$ cat src/rtl/channel_monitor.sv
// channel_monitor: link-quality checker at the end of the transmit->receive
// channel. Tracks the recovered counter stream, accepts +1 steps, holds and
// the DATA_W wrap, and keeps saturating error statistics plus a
// SEARCH/LOCKED/ALARM status.
module channel_monitor #(
  parameter int DATA_W       = 9,
  parameter int CNT_W        = 8,
  parameter int ALARM_THRESH = 4,
  parameter int RELOCK_GOOD  = 2
) (
  input  logic              clk,
  input  logic              clear,
  input  logic [DATA_W-1:0] data_in,
  input  logic              data_valid,
  output logic              locked,
  output logic              alarm,
  output logic [DATA_W-1:0] last_good,
  output logic [CNT_W-1:0]  good_cnt,
  output logic [CNT_W-1:0]  parity_err_cnt,
  output logic [CNT_W-1:0]  seq_err_cnt
);

  localparam int BR_W = $clog2(ALARM_THRESH + 1);
  localparam int GR_W = $clog2(RELOCK_GOOD + 1);
  localparam logic [BR_W-1:0] BAD_LIM  = BR_W'(ALARM_THRESH);
  localparam logic [GR_W-1:0] GOOD_LIM = GR_W'(RELOCK_GOOD);

  typedef enum logic [1:0] {
    SEARCH = 2'd0,
    LOCKED = 2'd1,
    ALARM  = 2'd2
  } state_e;

  state_e            state_q, state_d;
  logic [DATA_W-1:0] last_good_q, last_good_d;
  logic [CNT_W-1:0]  good_cnt_q, good_cnt_d;
  logic [CNT_W-1:0]  par_cnt_q, par_cnt_d;
  logic [CNT_W-1:0]  seq_cnt_q, seq_cnt_d;
  logic [BR_W-1:0]   bad_run_q, bad_run_d;
  logic [GR_W-1:0]   good_run_q, good_run_d;
  logic [DATA_W-1:0] expect_next;
  logic [BR_W-1:0]   bad_run_inc;
  logic [GR_W-1:0]   good_run_inc;

  // Counters stick at all-ones instead of wrapping.
  function automatic logic [CNT_W-1:0] sat_inc(input logic [CNT_W-1:0] v);
    return (v == {CNT_W{1'b1}}) ? v : v + 1'b1;
  endfunction

  assign expect_next  = last_good_q + 1'b1;
  assign bad_run_inc  = bad_run_q + 1'b1;
  assign good_run_inc = good_run_q + 1'b1;

  // Next-state and statistics update for the current input word.
  always_comb begin
    state_d     = state_q;
    last_good_d = last_good_q;
    good_cnt_d  = good_cnt_q;
    par_cnt_d   = par_cnt_q;
    seq_cnt_d   = seq_cnt_q;
    bad_run_d   = bad_run_q;
    good_run_d  = good_run_q;

    // Parity errors are counted in every state, including the alarm edge.
    if (!data_valid) par_cnt_d = sat_inc(par_cnt_q);

    case (state_q)
      SEARCH: begin
        if (data_valid) begin
          last_good_d = data_in;
          state_d     = LOCKED;
        end
      end
      LOCKED: begin
        if (!data_valid) begin
          if (bad_run_inc == BAD_LIM) begin
            state_d    = ALARM;
            bad_run_d  = '0;
            good_run_d = '0;
          end else begin
            bad_run_d = bad_run_inc;
          end
        end else begin
          bad_run_d = '0;
          if (data_in == last_good_q) begin
            // Transmitter stalled: nothing to count.
          end else if (data_in == expect_next) begin
            good_cnt_d  = sat_inc(good_cnt_q);
            last_good_d = data_in;
          end else begin
            // Out-of-sequence word: count it and resync to it.
            seq_cnt_d   = sat_inc(seq_cnt_q);
            last_good_d = data_in;
          end
        end
      end
      ALARM: begin
        if (data_valid) begin
          last_good_d = data_in;
          if (good_run_inc == GOOD_LIM) begin
            state_d    = LOCKED;
            good_run_d = '0;
            bad_run_d  = '0;
          end else begin
            good_run_d = good_run_inc;
          end
        end else begin
          good_run_d = '0;
        end
      end
      default: begin
        state_d = SEARCH;
      end
    endcase
  end

  // State and statistics registers, cleared asynchronously.
  always_ff @(posedge clk or posedge clear) begin
    if (clear) begin
      state_q     <= SEARCH;
      last_good_q <= '0;
      good_cnt_q  <= '0;
      par_cnt_q   <= '0;
      seq_cnt_q   <= '0;
      bad_run_q   <= '0;
      good_run_q  <= '0;
    end else begin
      state_q     <= state_d;
      last_good_q <= last_good_d;
      good_cnt_q  <= good_cnt_d;
      par_cnt_q   <= par_cnt_d;
      seq_cnt_q   <= seq_cnt_d;
      bad_run_q   <= bad_run_d;
      good_run_q  <= good_run_d;
    end
  end

  assign locked         = (state_q == LOCKED);
  assign alarm          = (state_q == ALARM);
  assign last_good      = last_good_q;
  assign good_cnt       = good_cnt_q;
  assign parity_err_cnt = par_cnt_q;
  assign seq_err_cnt    = seq_cnt_q;

endmodule

$ cat config.mk
export PLATFORM = sky130hd
export DESIGN_NAME = channel_monitor
export DESIGN_NICKNAME = d
export VERILOG_FILES = /design/src/rtl/channel_monitor.sv
export SDC_FILE = /design/constraint.sdc
export NUM_CORES = 1
export LEC_CHECK = 0
export ABC_AREA = 1
export BUFFER_PORTS_ARGS = -buffer_cell sky130_fd_sc_hd__buf_2
export CORE_UTILIZATION = 55
export CTS_BUF_LIST = sky130_fd_sc_hd__clkbuf_16
export CTS_CLUSTER_DIAMETER = 150
export DETAILED_ROUTE_END_ITERATION = 12
export PLACE_DENSITY_LB_ADDON = 0.12
export SYNTH_ARGS = -nofsm -noshare
export SYNTH_HDL_FRONTEND = slang
export SYNTH_SLANG_ARGS = --single-unit
export TNS_END_PERCENT = 100
$ cat constraint.sdc
create_clock -name clk -period 4.4 [get_ports clk]
set_clock_uncertainty 0.2 [all_clocks]
set_input_delay 1.32 -clock clk [delete_from_list [all_inputs] [get_ports clk]]
set_output_delay 1.32 -clock clk [all_outputs]
set_load 0.02 [all_outputs]
Word level (Yosys, flattened, before mapping)
Index checks and enable logic that the tools add are counted.
{"block": "op_classes", "add_sub_neg": 6, "multipliers": 0, "n_div": 0, "n_lt_le_gt_ge": 0, "eq_ne": 17, "shifts": 0, "muxes": 20, "bitwise": 6, "reduce_logical": 11}
{"op": "$mux W9", "n": 3}
{"op": "$add A8 B1 Y8 const B", "n": 3}
{"op": "$eq A8 B8 Y1 const B", "n": 3}
{"op": "$eq A9 B9 Y1", "n": 2}
{"op": "$mux W2", "n": 9}
{"op": "$pmux W9 S2", "n": 1}
{"op": "$reduce_and A5 Y1", "n": 3}
{"op": "$mux W3", "n": 4}
{"op": "$ne A2 B2 Y1 const B", "n": 5}
{"op": "$add A9 B1 Y9 const B", "n": 1}
{"op": "$ne A2 B1 Y1 const B", "n": 3}
{"op": "$not A1 Y1", "n": 6}
{"op": "$pmux W2 S3", "n": 1}
{"op": "$pmux W3 S2", "n": 1}
{"op": "$reduce_and A3 Y1", "n": 2}
{"op": "$eq A2 B2 Y1 const B", "n": 2}
{"op": "$pmux W2 S2", "n": 1}
{"op": "$reduce_and A4 Y1", "n": 1}
{"op": "$reduce_bool A2 Y1", "n": 2}
{"op": "$add A3 B1 Y3 const B", "n": 1}
{"op": "$eq A3 B3 Y1 const B", "n": 1}
{"op": "$add A2 B1 Y2 const B", "n": 1}
{"op": "$eq A2 B1 Y1 const B", "n": 1}
{"op": "$logic_not A2 Y1", "n": 1}
{"op": "other kinds (2)", "n": 2}
{"block": "totals", "reg_bits": 40, "latch_bits": 0, "ram_bits": 0, "rom_bits": 0, "inputBits": 12, "elab_cells": 67, "mem_count": 0}

Depth between registers and ports, before layout
{"block": "depth", "word_depth": 5, "ltp_mapped": 13, "depth_no_buf": 13}

Least setup slack after synthesis
No wires, ideal clock.
{"block": "synth_timing", "path_type": "input -> register", "from": "input port data_in[0]", "to": "register good_cnt_q[2], in the netlist good_cnt[2]", "setup_time_ns": 0.118, "arrival_time_ns": 2.202, "required_ns": 4.082, "path_slack_ns": 1.880, "path_stages": 11, "n_path_buf": 0, "path_cell_list": "inv_1 > nand2_1 > nand2_1 > nor2_1 > nand2_1 > nor2_1 > nand3_1 > nor2_8 > nand3_2 > nand2_1 > nand2_1"}
{"block": "synth_via", "elab_chain_cells": 3}
{"item": "start: declaration", "line": "13", "rtl": "input logic [DATA_W-1:0] data_in,"}
{"item": "$eq A9 B9 Y1", "line": "85", "rtl": "if (data_in == last_good_q) begin"}
{"item": "$not A1 Y1 (no line)"}
{"item": "$reduce_and A5 Y1 (no line) *"}
{"item": "end signal: assignment", "line": "130", "rtl": "good_cnt_q <= good_cnt_d;"}
{"item": "end: declaration", "line": "36", "rtl": "logic [CNT_W-1:0] good_cnt_q, good_cnt_d;"}
Every way passes the cells marked *; elsewhere a longest branch is shown, timed or not.
A chain may end at the register's enable or synchronous reset.

Final worst setup path
{"block": "layout_timing", "from": "register state_q[1]", "to": "output port alarm"}
{"block": "layout_via", "elab_chain_cells": 1}
{"item": "start: declaration", "line": "34", "rtl": "state_e state_q, state_d;"}
{"item": "start signal: assignment", "line": "128", "rtl": "state_q <= state_d;"}
{"item": "$eq A2 B2 Y1", "line": "139", "rtl": "assign alarm = (state_q == ALARM);"}
{"item": "end: declaration", "line": "16", "rtl": "output logic alarm,"}
No other way between the ends.

==> flow_summary.yaml <==
timing:
  setup_viol: 0
  fmax_mhz: 376
  hold_viol: 0
  tightest_slew_ps: 508
  period_share_pct: 60.5
  tns_ps: 0
  slew_violations: 0
  rsz0062_at_grt: "false"
  fin_crit_ps: 2660
  timing.slew.headroom_pct: 66.1
grt:
  gr-usage-all-layers_pct: 23.2
  grt_pass1_wl_mm: 9.28
  grt_max_degree: 41
  grt_pass1_vias: 2196
  antenna_found_initial: 0
  globalRouteOverflowTotal: 0
drt:
  detail_route.first_pass.iterations: 4
  final_antenna_net_count: 0
  remaining_drc_errors: 0
  finalWirelength_mm: 5.13
  wl_per_cell_um: 11.3
  vias_per_cell: 5.17
  num_vias: 2347
  drt_iter0_markers: 150
cells_and_area:
  mostFrequentLayoutCells: "126 x nand2_1, 46 x buf_2, 45 x inv_1"
  final_area_mm2: 0.00299
  nFillCells: 388
  drive_gt1_share_pct: 20.6
  regArea_mm2: 0.00100
  final_common_cell: "nand2_1"
  instances_no_fill: 454
  syn2layout_area_growth_pct: 16.1
  final_core_util_pct: 67.7
  antenna_cells: 0
  nets: 420
  multiInputGateArea_mm2: 0.00137
synthesis:
  synth_seq_cells: 40
  yosysTopAreaCell: "dfrtp_1"
  synth.cell_area_mm2: 0.00258
  yosysWarnings: 0
  synth.net_count: 368
  syn_avg_cell_area_um2: 7.36
  synth_top_area_share_pct: 38.9
  ys_types: 28
  syn_inst: 350
  ys_top_cells_by_area: "dfrtp_1 39%, nand2_1 18%, inv_1 6.4%, nand3_1 4.7%, nand4_1 3.4%"
  ys_seq_area_share_pct: 38.9
critical_path:
  cpLargestDelayFamily: "flip-flops"
  cp_cell_sequence: "inv_1 -> nor2_1 -> buf_2"
  startpoint: "state_q[1]$_DFFE_PP0P_"
  arrival_ps: 1140
  cpPeakStageDelay_ps: 380
  cpMaxStageDelayCell: "dfrtp_1"
  end_kind: "primary output"
  worst-path-buf-inv: 2
  required_ps: 2880
  critical_path_class: "reg2out"
  cp_max_fo: 4
  worstSetupStartpointType: "flop"
  r2r_start: "last_good[1]$_DFFE_PP0P_"
placed_design:
  gp_congestion: 0.815
  dpl.hpwl_mm: 3.93
  dp_cells: 447
  place_area_mm2: 0.00286
  portBuffers: 46
pwr:
  power.share.combinational_pct: 40.7
  p_sw_share_pct: 42.9
  clkPwrFrac_pct: 21.5
  switchingPower_uw: 667
  powerDensity_mw_per_mm2: 520
  seq_power_share_pct: 37.9
  power_leakage_nw: 1.70
  power.internal_uw: 887
  irDropWorstVdd_mv: 0.433
die:
  die-area_mm2: 0.00496
  core_area_mm2: 0.00441
  die_w_um: 70.4
  die_h_um: 70.4
  ioPinCount: 47
  start_util_pct: 58.4
  placementRows: 24
worst_hold_path:
  min_from: "good_run_q[1]$_DFFE_PP0P_"
  min_path_type: "reg2reg"
flow_run:
  cap_viol_max_count: 0
clock_tree:
  clk_latency_ps: 270
  numCtsBuffers: 5
  root_buffer: "clkbuf_16"
  post_cts_buffers: 0
  cts_hold_buffers: 0
  cts_tree: "built"
  htree_num_levels: 2
  clock-sinks: 40
  path_clk_slew_ps: 50
  cts_buffer_depth: 2
  ctsResizeCount: 0
outcome:
  status: "completed"
path summary, 6_finish.rpt:
kind | end | slack (ps) | cells after the start
min in group asynchronous | seq_err_cnt[5]$_DFFE_PP0P_ | 960 | 3
max | alarm | 1740 | 3
min | good_run_q[1]$_DFFE_PP0P_ | 310 | 2
max reg2reg | good_cnt[6]$_DFFE_PP0P_ | 2260 | 12
min reg2reg | good_run_q[1]$_DFFE_PP0P_ | 310 | 2
max in group asynchronous | last_good[8]$_DFFE_PP0P_ | 2690 | 3
synth_stat cells:
master	count
nand4_1	14
inv_2	6
o21ai_1	8
nand2_2	5
ha_1	6
o21ai_0	6
nor3_1	4
xnor2_1	7
nor2_2	4
nor2_1	22
nand3_1	24
nand3b_1	3
inv_1	44
nand2_4	1
nor2_8	1
a21oi_4	1
nand2_1	126
a32o_1	1
and2_1	1
nor2_4	4
o21bai_2	1
nand3_2	6
dfrtp_1	40
a31oi_1	1
buf_6	2
xor2_1	9
nand4_4	1
a21oi_1	2
state kept, by name (all words and copies together), names as in the netlist:
signal          cells
last_good           9
good_cnt            8
parity_err_cnt      8
seq_err_cnt         8
bad_run_q           3
good_run_q          2
state_q             2
metal layers:
layer	wire [um]	vias up	GRT usage [%]
li1	-	1202	-
met1	2400	1105	30.1
met2	2530	35	39.3
met3	157	5	5.19
met4	45	0	5.11
met5	0	-	0
worst min-delay path, delay by kind of cell, from the launching register on:
family	cells	cell delay [ps]
flops	1	380
simple gates	1	40
buf+inv	1	50
power by group through the flow:
stage	registers (mW)	clock network [mW]	logic [mW]
4_1_cts	0.589	0.343	0.638
2_1_floorplan	0.663	0	0.392
3_3_place_gp	0.590	0	0.622
3_5_place_dp	0.592	0	0.636
5_1_grt	0.608	0.356	0.720
6_report	0.588	0.334	0.632
logic make-up after synthesis:
logic type	after synthesis	synth area share (%)
buffers and inverters	52	8.16
DFF	40	38.9
and+or+nand+nor	216	39.8
AOI/OAI and AO/OA	20	4.81
xor gates and xnor gates	16	5.44
adders and majority gates	6	2.91
area by class of cell:
cell class	instances	area share (%)
clock buffer	5	4.18
clock inverter	2	0.293
inverter	50	6.28
multi-input combinational	258	45.6
sequential	40	33.5
tap	52	2.18
timing repair buffer	47	7.95
metrics by stage:
stage / setup slack (ps) / total power, mW / hold WS [ps]
5_1_grt: 1660 / 1.68 / 341
4_1_cts: 1730 / 1.57 / 313
6_report: 1740 / 1.55 / 311
3_3_place_gp: 1560 / 1.21 / 288
2_1_floorplan: 1880 / 1.05 / 274
3_5_place_dp: 1530 / 1.23 / 303
No activity file was read; power rests on OpenSTA's default activity.
